**config.mk**
```make
export PLATFORM = sky130hd
export DESIGN_NAME = im_loader
export DESIGN_NICKNAME = d
export VERILOG_FILES = /design/src/rtl/im_loader.sv
export SDC_FILE = /design/constraint.sdc
export NUM_CORES = 1
export LEC_CHECK = 0
export CAP_MARGIN = 25
export CORE_MARGIN = 2
export CORE_UTILIZATION = 40
export CTS_CLUSTER_SIZE = 14
export DETAILED_ROUTE_END_ITERATION = 8
export GPL_ROUTABILITY_DRIVEN = 1
export PLACE_DENSITY = 0.63
export SYNTH_ARGS = -nofsm -noshare
export SYNTH_HDL_FRONTEND = slang
export SYNTH_SLANG_ARGS = --single-unit
```
**constraint.sdc**
```tcl
create_clock -name CLK -period 2.6 [get_ports CLK]
set_clock_uncertainty 0.05 [all_clocks]
set_input_delay 0.52 -clock CLK [delete_from_list [all_inputs] [get_ports CLK]]
set_output_delay 0.52 -clock CLK [all_outputs]
set_load 0.03 [all_outputs]
```
**src/rtl/im_loader.sv**
```systemverilog
// -----------------------------------------------------------------------------
// im_loader
//   Loads an instruction memory from a byte stream. The stream begins with a
//   16-bit big-endian word count, followed by that many 32-bit words sent
//   MSB-first. Each complete word is written to instruction memory with a
//   one-cycle WE pulse. The CPU is held in reset (cpu_hold) for the whole load.
//
// Parameters
//   MAX_WORDS  largest word count accepted; a larger count ends the load in ERR
//   ADDR_BASE  byte address of the first word written
//
// Ports
//   CLK        system clock; all state changes on its rising edge
//   RST        asynchronous reset, active low
//   start      one-cycle pulse that begins a load (ignored while busy)
//   in_valid   byte-stream data valid
//   in_data    byte-stream data
//   in_ready   loader accepts a byte this cycle
//   WE         instruction-memory write enable (one cycle per word)
//   W_Addr     instruction-memory byte address (held between writes)
//   W_Ins      instruction word to write (held between writes)
//   cpu_hold   holds the fetch stage/CPU in reset while loading
//   busy       loader is not idle
//   done       last load completed; sticky until the next start
//   err        last load had an oversize count; sticky until the next start
//   count      words written in the current or last load
// -----------------------------------------------------------------------------
module im_loader #(
  parameter int unsigned MAX_WORDS = 256,
  parameter logic [31:0] ADDR_BASE = 32'd0
) (
  input  logic        CLK,
  input  logic        RST,
  input  logic        start,
  input  logic        in_valid,
  input  logic [7:0]  in_data,
  output logic        in_ready,
  output logic        WE,
  output logic [31:0] W_Addr,
  output logic [31:0] W_Ins,
  output logic        cpu_hold,
  output logic        busy,
  output logic        done,
  output logic        err,
  output logic [15:0] count
);

  typedef enum logic [2:0] {
    S_IDLE   = 3'd0,
    S_LEN_HI = 3'd1,
    S_LEN_LO = 3'd2,
    S_BYTE   = 3'd3,
    S_WRITE  = 3'd4,
    S_DONE   = 3'd5,
    S_ERR    = 3'd6
  } state_e;

  state_e      state_q, state_d;
  logic [7:0]  len_hi_q, len_hi_d;
  logic [15:0] len_q, len_d;
  logic [1:0]  idx_q, idx_d;
  // Only the first three bytes of a word need storage; the fourth byte is
  // merged straight into W_Ins on the cycle it arrives.
  logic [23:0] acc_q, acc_d;
  logic [15:0] count_q, count_d;
  logic [31:0] addr_q, addr_d;
  logic [31:0] ins_q, ins_d;
  logic        done_q, done_d;
  logic        err_q, err_d;

  logic        xfer;
  logic [15:0] len_full;
  logic [15:0] count_inc;

  assign in_ready  = (state_q == S_LEN_HI) || (state_q == S_LEN_LO) ||
                     (state_q == S_BYTE);
  assign xfer      = in_valid && in_ready;
  assign len_full  = {len_hi_q, in_data};
  assign count_inc = count_q + 16'd1;

  always_ff @(posedge CLK or negedge RST) begin
    if (!RST) begin
      state_q  <= S_IDLE;
      len_hi_q <= '0;
      len_q    <= '0;
      idx_q    <= '0;
      acc_q    <= '0;
      count_q  <= '0;
      addr_q   <= '0;
      ins_q    <= '0;
      done_q   <= 1'b0;
      err_q    <= 1'b0;
    end else begin
      state_q  <= state_d;
      len_hi_q <= len_hi_d;
      len_q    <= len_d;
      idx_q    <= idx_d;
      acc_q    <= acc_d;
      count_q  <= count_d;
      addr_q   <= addr_d;
      ins_q    <= ins_d;
      done_q   <= done_d;
      err_q    <= err_d;
    end
  end

  always_comb begin
    state_d  = state_q;
    len_hi_d = len_hi_q;
    len_d    = len_q;
    idx_d    = idx_q;
    acc_d    = acc_q;
    count_d  = count_q;
    addr_d   = addr_q;
    ins_d    = ins_q;
    done_d   = done_q;
    err_d    = err_q;

    case (state_q)
      S_IDLE: begin
        if (start) begin
          count_d = '0;
          done_d  = 1'b0;
          err_d   = 1'b0;
          state_d = S_LEN_HI;
        end
      end

      S_LEN_HI: begin
        if (xfer) begin
          len_hi_d = in_data;
          state_d  = S_LEN_LO;
        end
      end

      S_LEN_LO: begin
        if (xfer) begin
          len_d = len_full;
          idx_d = '0;
          if (len_full == 16'd0) begin
            done_d  = 1'b1;
            state_d = S_DONE;
          end else if ({16'd0, len_full} > 32'(MAX_WORDS)) begin
            err_d   = 1'b1;
            state_d = S_ERR;
          end else begin
            state_d = S_BYTE;
          end
        end
      end

      S_BYTE: begin
        if (xfer) begin
          idx_d = idx_q + 2'd1;
          acc_d = {acc_q[15:0], in_data};
          if (idx_q == 2'd3) begin
            // Address and word are latched here so they are stable for the
            // whole WRITE cycle and hold afterwards.
            addr_d  = ADDR_BASE + {14'd0, count_q, 2'b00};
            ins_d   = {acc_q, in_data};
            state_d = S_WRITE;
          end
        end
      end

      S_WRITE: begin
        count_d = count_inc;
        if (count_inc == len_q) begin
          done_d  = 1'b1;
          state_d = S_DONE;
        end else begin
          state_d = S_BYTE;
        end
      end

      S_DONE:  state_d = S_IDLE;
      S_ERR:   state_d = S_IDLE;
      default: state_d = S_IDLE;
    endcase
  end

  assign WE       = (state_q == S_WRITE);
  assign W_Addr   = addr_q;
  assign W_Ins    = ins_q;
  assign busy     = (state_q != S_IDLE);
  assign cpu_hold = (state_q != S_IDLE);
  assign done     = done_q;
  assign err      = err_q;
  assign count    = count_q;

endmodule
```
# ---- Word level (Yosys, flattened, before mapping)
# Index checks and enable logic that the tools add are counted.
dict set report word_totals {
  register_bits 119
  wordCells 70
}
dict set report op_classes {
  add_sub_neg 2
  n_lt_le_gt_ge 1
  eq_ne 15
  muxes 23
  n_reduce_logical 19
}
# op n
set ops {}
lappend ops {{16-bit case mux with 2 select lines} 1}
lappend ops {{3-bit 2-to-1 mux} 8}
lappend ops {{16-bit by 1-bit adder with 16-bit output, second input constant} 1}
lappend ops {{16-bit equality test} 1}
lappend ops {{16-bit by 9-bit greater-than comparator with 1-bit output, second input constant} 1}
lappend ops {{16-bit logical NOT} 1}
lappend ops {{16-bit 2-to-1 mux} 1}
lappend ops {{3-bit case mux with 5 select lines} 1}
lappend ops {{5-bit AND reduction} 3}
lappend ops {{2-bit != test, second input constant} 5}
lappend ops {{2-bit by 1-bit != test with 1-bit output, second input constant} 4}
lappend ops {{2-bit AND reduction} 4}
lappend ops {{1-bit 2-to-1 mux} 7}
lappend ops {{3-bit by 2-bit equality test with 1-bit output, second input constant} 2}
lappend ops {{3-bit AND reduction} 2}
lappend ops {{2-bit nonzero test} 3}
lappend ops {{3-bit nonzero test} 2}
lappend ops {{2-bit 2-to-1 mux} 2}
lappend ops {{2-bit case mux with 2 select lines} 1}
lappend ops {{3-bit by 1-bit equality test with 1-bit output, second input constant} 1}
lappend ops {{3-bit equality test, second input constant} 1}
lappend ops {{3-bit logical NOT} 1}
lappend ops {{1-bit case mux with 3 select lines} 1}
lappend ops {{2-bit by 1-bit adder with 2-bit output, second input constant} 1}
lappend ops {{4 further kinds} 5}

# ---- Longest topological paths before layout
# Gate-level depths: netlist (run 1).
dict set report depth {
  word_depth 6
  depth_mapped 7
}

# ---- Worst setup path after synthesis (run 1)
# Ideal clock, no wire load.
dict set report synth_path {
  path_type {reg2reg}
  startpoint {reg count_q[0] (netlist: count[0])}
  endpoint {reg state_q[1]}
  arrival_time_ns 2.039
  required_time_ns 2.432
  setup_slack_ns 0.393
  path_stages_with_launch 8
  period_less_slack_ns 2.207
  path_cell_list {dfrtp_1 ha_1 and3_1 and3_1 xnor2_1 nor4_1 nand4_1 a21o_1}
}
dict set report synth_via {
  elab_chain_cells 4
}
# element line
set synth_lines {}
lappend synth_lines {{from (decl)} 65} ;# logic [15:0] count_q, count_d;
lappend synth_lines {{from (signal assigned)} 99} ;# count_q <= count_d;
lappend synth_lines {{16-bit by 1-bit adder with 16-bit output} 79} ;# assign count_inc = count_q + 16'd1;
lappend synth_lines {{16-bit equality test} 168} ;# if (count_inc == len_q) begin
lappend synth_lines {{3-bit 2-to-1 mux} 168}
lappend synth_lines {{3-bit case mux with 5 select lines} 119} ;# case (state_q)
lappend synth_lines {{to (signal assigned)} 94} ;# state_q <= state_d;
lappend synth_lines {{to (decl)} 58} ;# state_e state_q, state_d;
# No other way between the ends.
# A chain may end at the register's enable or synchronous reset.

# ---- Final worst setup path (run 1)
dict set report layout_path {
  startpoint {reg state_q[0]}
  endpoint {out cpu_hold}
}
dict set report layout_via {
  elab_chain_cells 1
}
# element line
set layout_lines {}
lappend layout_lines {{3-bit nonzero test} 186} ;# assign cpu_hold = (state_q != S_IDLE);
lappend layout_lines {{to (decl)} 41} ;# output logic cpu_hold,
# No other way between the ends.

==> flow_summary_export.csv, run 1 <==
group,metric,value,unit
clocking,cts.path.max_buffers,2,
sta,clock.fmax,400,MHz
detailed_routing,routed_via_density,5.13,
sta,setup_tns,0,ps
critical_path,slowest_delay,610,ps
run_status,outcome,"finished clean",
finish,final_nets,545,
finish,layout_common_cells,"dfrtp_1 (119), mux2_2 (97), clkdlybuf4s50_1 (78)",
grt,grt_pass1_vias,3785,
grt,grt_max_degree,60,
detailed_routing,drc,0,
finish,num-fill-cells,1117,
pwr,clockPowerShare,35.6,%
critical_path,cp.arrival,1930,ps
pwr,switching_power,2.34,mW
synthesis,synth_seq_area_share,54.9,%
clocking,clk_pin_slew,50,ps
floorplanning,die-width,121,um
synthesis,synth_flop_cell,"dfrtp_1",
critical_path,crit_slowest_cell,"clkdlybuf4s50_1",
sta,rsz0062_at_grt,"false",
floorplanning,coreArea,13200,sq um
finish,drive_above_1_share,29.8,%
critical_path,crit_chain,"nor3_2 > inv_1 > clkdlybuf4s50_1",
floorplanning,io_pins,98,
grt,grt_usage,17.4,%
finish,mostFrequentLayoutCell,"dfrtp_1",
grt,grt_use_met1,23.2,%
floorplanning,die-area,14500,sq um
synthesis,synth_cell_types,49,
synthesis,synth_seq_cells,119,
run,cap_violations,0,
detailed_routing,wirelength,11.6,mm
pwr,p_per_area,1080,nW/um^2
place,port_buffers,81,
grt,met3_usage,5.33,%
finish,regArea,2980,sq um
grt,antenna_found_initial,0,
critical_path,end_kind,"primary output",
pwr,pwr-share-comb,27.7,%
critical_path,worstSetupPathType,"flip-flop to primary output",
detailed_routing,detailroute.via_count,3693,
synthesis,netlist_area,5430,sq um
sta,period_needed,2500,ps
clocking,clock_sinks,119,
finish,antenna_cells,0,
synthesis,yosysWarnings,0,
finish,multi_input_area,2260,sq um
sta,setup_viol_count_final,0,
place,gp_congestion,0.918,
detailed_routing,routedWlPerCell,16.1,um
grt,grt_overflow,0,
sta,hold_viol,0,
floorplanning,core.rowCount,42,
place,hpwl,8.19,mm
sta,hold_slack,450,ps
critical_path,crit_fanout,10,
clocking,htree_levels,4,
clocking,clk_latency,410,ps
min_path,hold_path_class,"flip-flop to flip-flop",
pwr,power_frac_seq,36.7,%
clocking,cts_tree,"yes",
grt,busiest_layer,"met2",
synthesis,postSynthCellCount,433,
grt,grtUsageMet2,26.8,%
detailed_routing,drtIter0Drc,201,
detailed_routing,drt_pass1_iterations,4,
finish,post-route-util,54.2,%
synthesis,async_flop_share,100,%
critical_path,worstSetupStartpointType,"flip-flop",
pwr,power.leakage,3.23,nW
critical_path,crit_required,2030,ps
pwr,swShare,30.1,%
detailed_routing,antenna_left,0,
sta,final_max_slew_viol_count,0,
clocking,root_buffer,"clkbuf_16",
sta,fin_crit_sh,96.2,%
pwr,ir_drop,0.000712,V
grt,grt_pass1_wl,19.6,mm
pwr,p_int,5.42,mW
floorplanning,start_util,41.0,%
floorplanning,die_h,121,um
finish,area_growth,32.2,%
synthesis,synth-edff-count,0,
clocking,cts_buffers,17,
synthesis,avgSynthCellArea,12.5,sq um
[kinds of logic (layout without fill, tap and decap cells)]
kind of cell	after synthesis	in the layout	share of synthesized area, %
AOI/OAI and AO/OA	61	61	7.03
xor gates and xnor gates	21	21	3.39
adders and majority gates	2	2	0.461
buffers and inverters	43	139	4.59
DFF	119	119	54.9
muxes	97	97	20.1
other	1	16	0.0691
and+or+nand+nor	89	89	9.50
[flip-flops by register name, indices dropped and copies added, names as in the netlist]
| name | cells |
|---|---|
| idx_q | 2 |
| W_Ins | 32 |
| len_hi_q | 8 |
| state_q | 3 |
| acc_q | 24 |
| done | 1 |
| len_q | 16 |
| count | 16 |
| err | 1 |
| W_Addr | 16 |
[worst paths after layout]
check,from,endpoint,slack (ps),cells past startpoint
worst max-delay path,state_q[0],cpu_hold,100,3
worst min-delay path,W_Ins[0],W_Ins[0],450,1
worst max register to register,count[3],state_q[1],440,6
worst min register to register,W_Ins[0],W_Ins[0],450,1
max in group asynchronous,RST,count[12],1200,3
min in group asynchronous,RST,W_Ins[16],540,2
[repair_timing]
action	CTS	global route
setup buffers	0	0
hold buffers	1	0
setup endpoints to repair	0	2
hold endpoints to repair	27	0
gates resized for setup	0	2
[cell usage after synthesis, types with 3 or more instances]
cell type	instances	area, sq um
nor2_1	18	67.6
mux2_2	97	1090
nor3_1	5	25.0
nand4_1	5	31.3
xor2_1	4	35.0
inv_1	3	11.3
o21ai_0	26	130
nor4_1	5	31.3
and3_1	6	37.5
nand2_1	21	78.8
xnor2_1	17	149
nand3b_1	3	22.5
buf_2	15	75.1
buf_4	18	135
nand3_1	8	40.0
clkbuf_1	5	18.8
dfrtp_1	119	2980
o31ai_1	9	67.6
a21oi_1	11	55.1
nor2b_1	3	18.8
[area by class of cell]
| type | instances | area share (%) |
|---|---|---|
| sequential | 119 | 41.5 |
| clock inverter | 12 | 3.42 |
| timing repair buffer | 103 | 13.9 |
| tap | 176 | 3.07 |
| clock buffer | 20 | 6.36 |
| multi-input combinational | 286 | 31.5 |
| inverter | 4 | 0.209 |
[metal layers]
layer,vias up,routed length [um]
li1,1734,-
met1,1830,5310
met2,116,5550
met3,13,605
met4,0,158
met5,-,0
[stage by stage]
step	cells	instance area, sq um	worst slack [ps]	total power, mW
6_report	720	7180	98.7	7.76
2_1_floorplan	448	5490	393	4.26
3_3_place_gp	687	6460	204	4.95
3_5_place_dp	687	6460	122	5.02
5_1_grt	720	7180	46.8	8.18
4_1_cts	720	7170	13.1	7.82
[worst max-delay path: cells and delay by family, from the launching register on]
| family | cells | cell delay (ps) |
|---|---|---|
| buffers and inverters | 2 | 730 |
| and+or+nand+nor | 1 | 300 |
| DFF | 1 | 500 |
[power groups by stage]
stage | Clock [mW] | Sequential (mW) | Combinational [mW]
floorplan | 0 | 2.97 | 1.29
global placement | 0 | 2.85 | 2.10
detailed placement | 0 | 2.87 | 2.15
CTS | 2.82 | 2.84 | 2.16
global route | 2.92 | 2.93 | 2.34
finish | 2.76 | 2.85 | 2.15
No activity file was read; power rests on OpenSTA's default activity.
==> run 2, diff against run 1 <==
Settings changed: GPL_TIMING_DRIVEN from default to 0.
==> run 2 against run 1 <==
  * Count of clock-buffer cells in the layout stayed put
  * Sequential power hardly changed
  * Routed wire length is 3.8% higher
  * Final area is 0.59% higher
  * Die area stayed put
  * Combinational power hardly changed
  * Flip-flop and latch count stayed put
  * Largest cell class unchanged
  * Non-clock buffer count is 18 higher
  * Utilization is 0.32 points higher
==> flow_summary_export.csv, run 2 (synthesized netlist as in run 1, its figures left out) <==
group,metric,value,unit
finish,drive_above_1_share,31.7,%
critical_path,end_kind,"primary output",
detailed_routing,drtIter0Drc,241,
detailed_routing,antenna_left,0,
critical_path,crit_fanout,10,
grt,grt_max_degree,71,
floorplanning,core.rowCount,42,
detailed_routing,routed_via_density,5.13,
grt,antenna_found_initial,0,
place,place_area,6550,sq um
place,gp_congestion,0.870,
sta,final_max_slew_viol_count,0,
floorplanning,die-width,121,um
grt,grt_usage,17.8,%
clocking,root_buffer,"clkbuf_16",
place,port_buffers,81,
floorplanning,die-area,14500,sq um
pwr,totalPowerFinal,7.58,mW
pwr,ir_drop,0.000642,V
floorplanning,io_pins,98,
sta,rsz0062_at_grt,"false",
critical_path,reg2reg_depth,7,
grt,grt_pass1_wl,19.9,mm
critical_path,crit_path_end,"WE",
detailed_routing,routedWlPerCell,16.4,um
finish,final_nets,563,
pwr,p_per_area,1050,nW/um^2
finish,area_growth,33.0,%
clocking,clock_sinks,119,
clocking,cts_tree,"yes",
critical_path,reg2reg_setup_slack,300,ps
clocking,cts.path.max_buffers,2,
floorplanning,die_h,121,um
clocking,clk_pin_slew,50,ps
finish,mostFrequentLayoutCell,"dfrtp_1",
critical_path,crit_start,"state_q[0]",
sta,clock.fmax,407,MHz
critical_path,crit_required,2030,ps
detailed_routing,detailroute.via_count,3788,
sta,worst_pin_slew,665,ps
run_status,outcome,"finished clean",
sta,slew_headroom,55.4,%
detailed_routing,drc,0,
critical_path,worstReg2RegEnd,"state_q[1]",
detailed_routing,wirelength,12.1,mm
finish,multi_input_area,2270,sq um
min_path,hold_path_class,"flip-flop to flip-flop",
place,hpwl,8.59,mm
run,cap_violations,0,
critical_path,worstSetupStartpointType,"flip-flop",
critical_path,worstSetupPathType,"flip-flop to primary output",
sta,period_needed,2460,ps
pwr,power.leakage,3.29,nW
critical_path,cp.arrival,1890,ps
finish,post-route-util,54.5,%
sta,hold_slack,449,ps
grt,grt_overflow,0,
sta,setup_viol_count_final,0,
clocking,cts_buffers,17,
finish,final_cell_area,7220,sq um
detailed_routing,drt_pass1_iterations,4,
finish,layout_common_cells,"dfrtp_1 (118), mux2_2 (97), clkdlybuf4s50_1 (76)",
finish,largest_reg_flops,32,
finish,regArea,2980,sq um
clocking,htree_levels,4,
clocking,clk_latency,410,ps
critical_path,reg2reg_from,"count[1]",
floorplanning,coreArea,13200,sq um
floorplanning,start_util,41.0,%
finish,num-fill-cells,1159,
sta,hold_viol,0,
grt,grt_pass1_vias,3864,
finish,antenna_cells,0,
sta,fin_crit_sh,94.5,%
## run 2: changes by cell type in the layout (fill, tap and decap cells not counted), sizes merged
cell	delta
dlygate4sd2	+2
clkdlybuf4s50	-2
inv	-1
clkinv	+3
clkbuf	+4
buf	+13
dlymetal6s2s	+1
bufinv	-2
## run 2: where the power goes
group	switching (mW)	internal (mW)	total, mW
clock	0.813	1.75	2.56
combinational	1.07	1.07	2.14
sequential	0.475	2.39	2.87
total	2.36	5.21	7.58
## run 2: worst max-delay path, stage by stage, from the launching register on
cell	delay [ps]
dfrtp_1	500
nor2_2	200
nand2_1	120
inv_2	220
dlygate4sd2_1	440
## run 2: layer usage
| metal | vias to the layer above | track usage, % | routed length (um) |
|---|---|---|---|
| met5 | - | 0 | 0 |
| met4 | 0 | 7.27 | 194 |
| met3 | 18 | 4.39 | 708 |
| met2 | 126 | 28.1 | 5720 |
| met1 | 1875 | 23.4 | 5440 |
| li1 | 1769 | - | - |
## run 2: final cells by class
cell class,instances,share of cell area (%)
multi-input combinational,286,31.4
clock inverter,12,2.75
inverter,4,0.208
clock buffer,20,6.32
sequential,119,41.3
tap,176,3.05
buffer,37,3.14
timing repair buffer,84,11.9
## run 2: worst min-delay path by stage
stage,start,end,slack [ps],cells past startpoint
2_1_floorplan,RST,W_Addr[10],170,0
3_3_place_gp,idx_q[1],idx_q[1],420,2
3_5_place_dp,RST,W_Ins[16],440,1
4_1_cts,acc_q[21],acc_q[21],450,1
5_1_grt,W_Ins[16],W_Ins[16],470,1
6_report,idx_q[1],idx_q[1],450,2
## run 2: what timing repair did
item,4_1_cts,5_1_grt
hold endpoints to repair,1,0
pin swaps,1,0
buffers inserted,1,0
hold buffers,1,0
resized for setup,3,4
setup endpoints to repair,4,4
## run 2: stage by stage
step | setup TNS (ps) | setup WS, ps | instances
final | 0 | 142 | 738
after global routing | 0 | 25.7 | 738
after CTS | 0 | 37.9 | 739
after floorplan | 0 | 393 | 448
after detailed placement | 0 | 105 | 706
after global placement | -414900 | -3500 | 705
==> run 3, diff against run 2 <==
Settings changed: ABC_CLOCK_PERIOD_IN_PS from default to 2600, CAP_MARGIN 25 to 20.
==> results of run 3 <==
No change in the layout: final DEF, timing and power equal those of run 2.
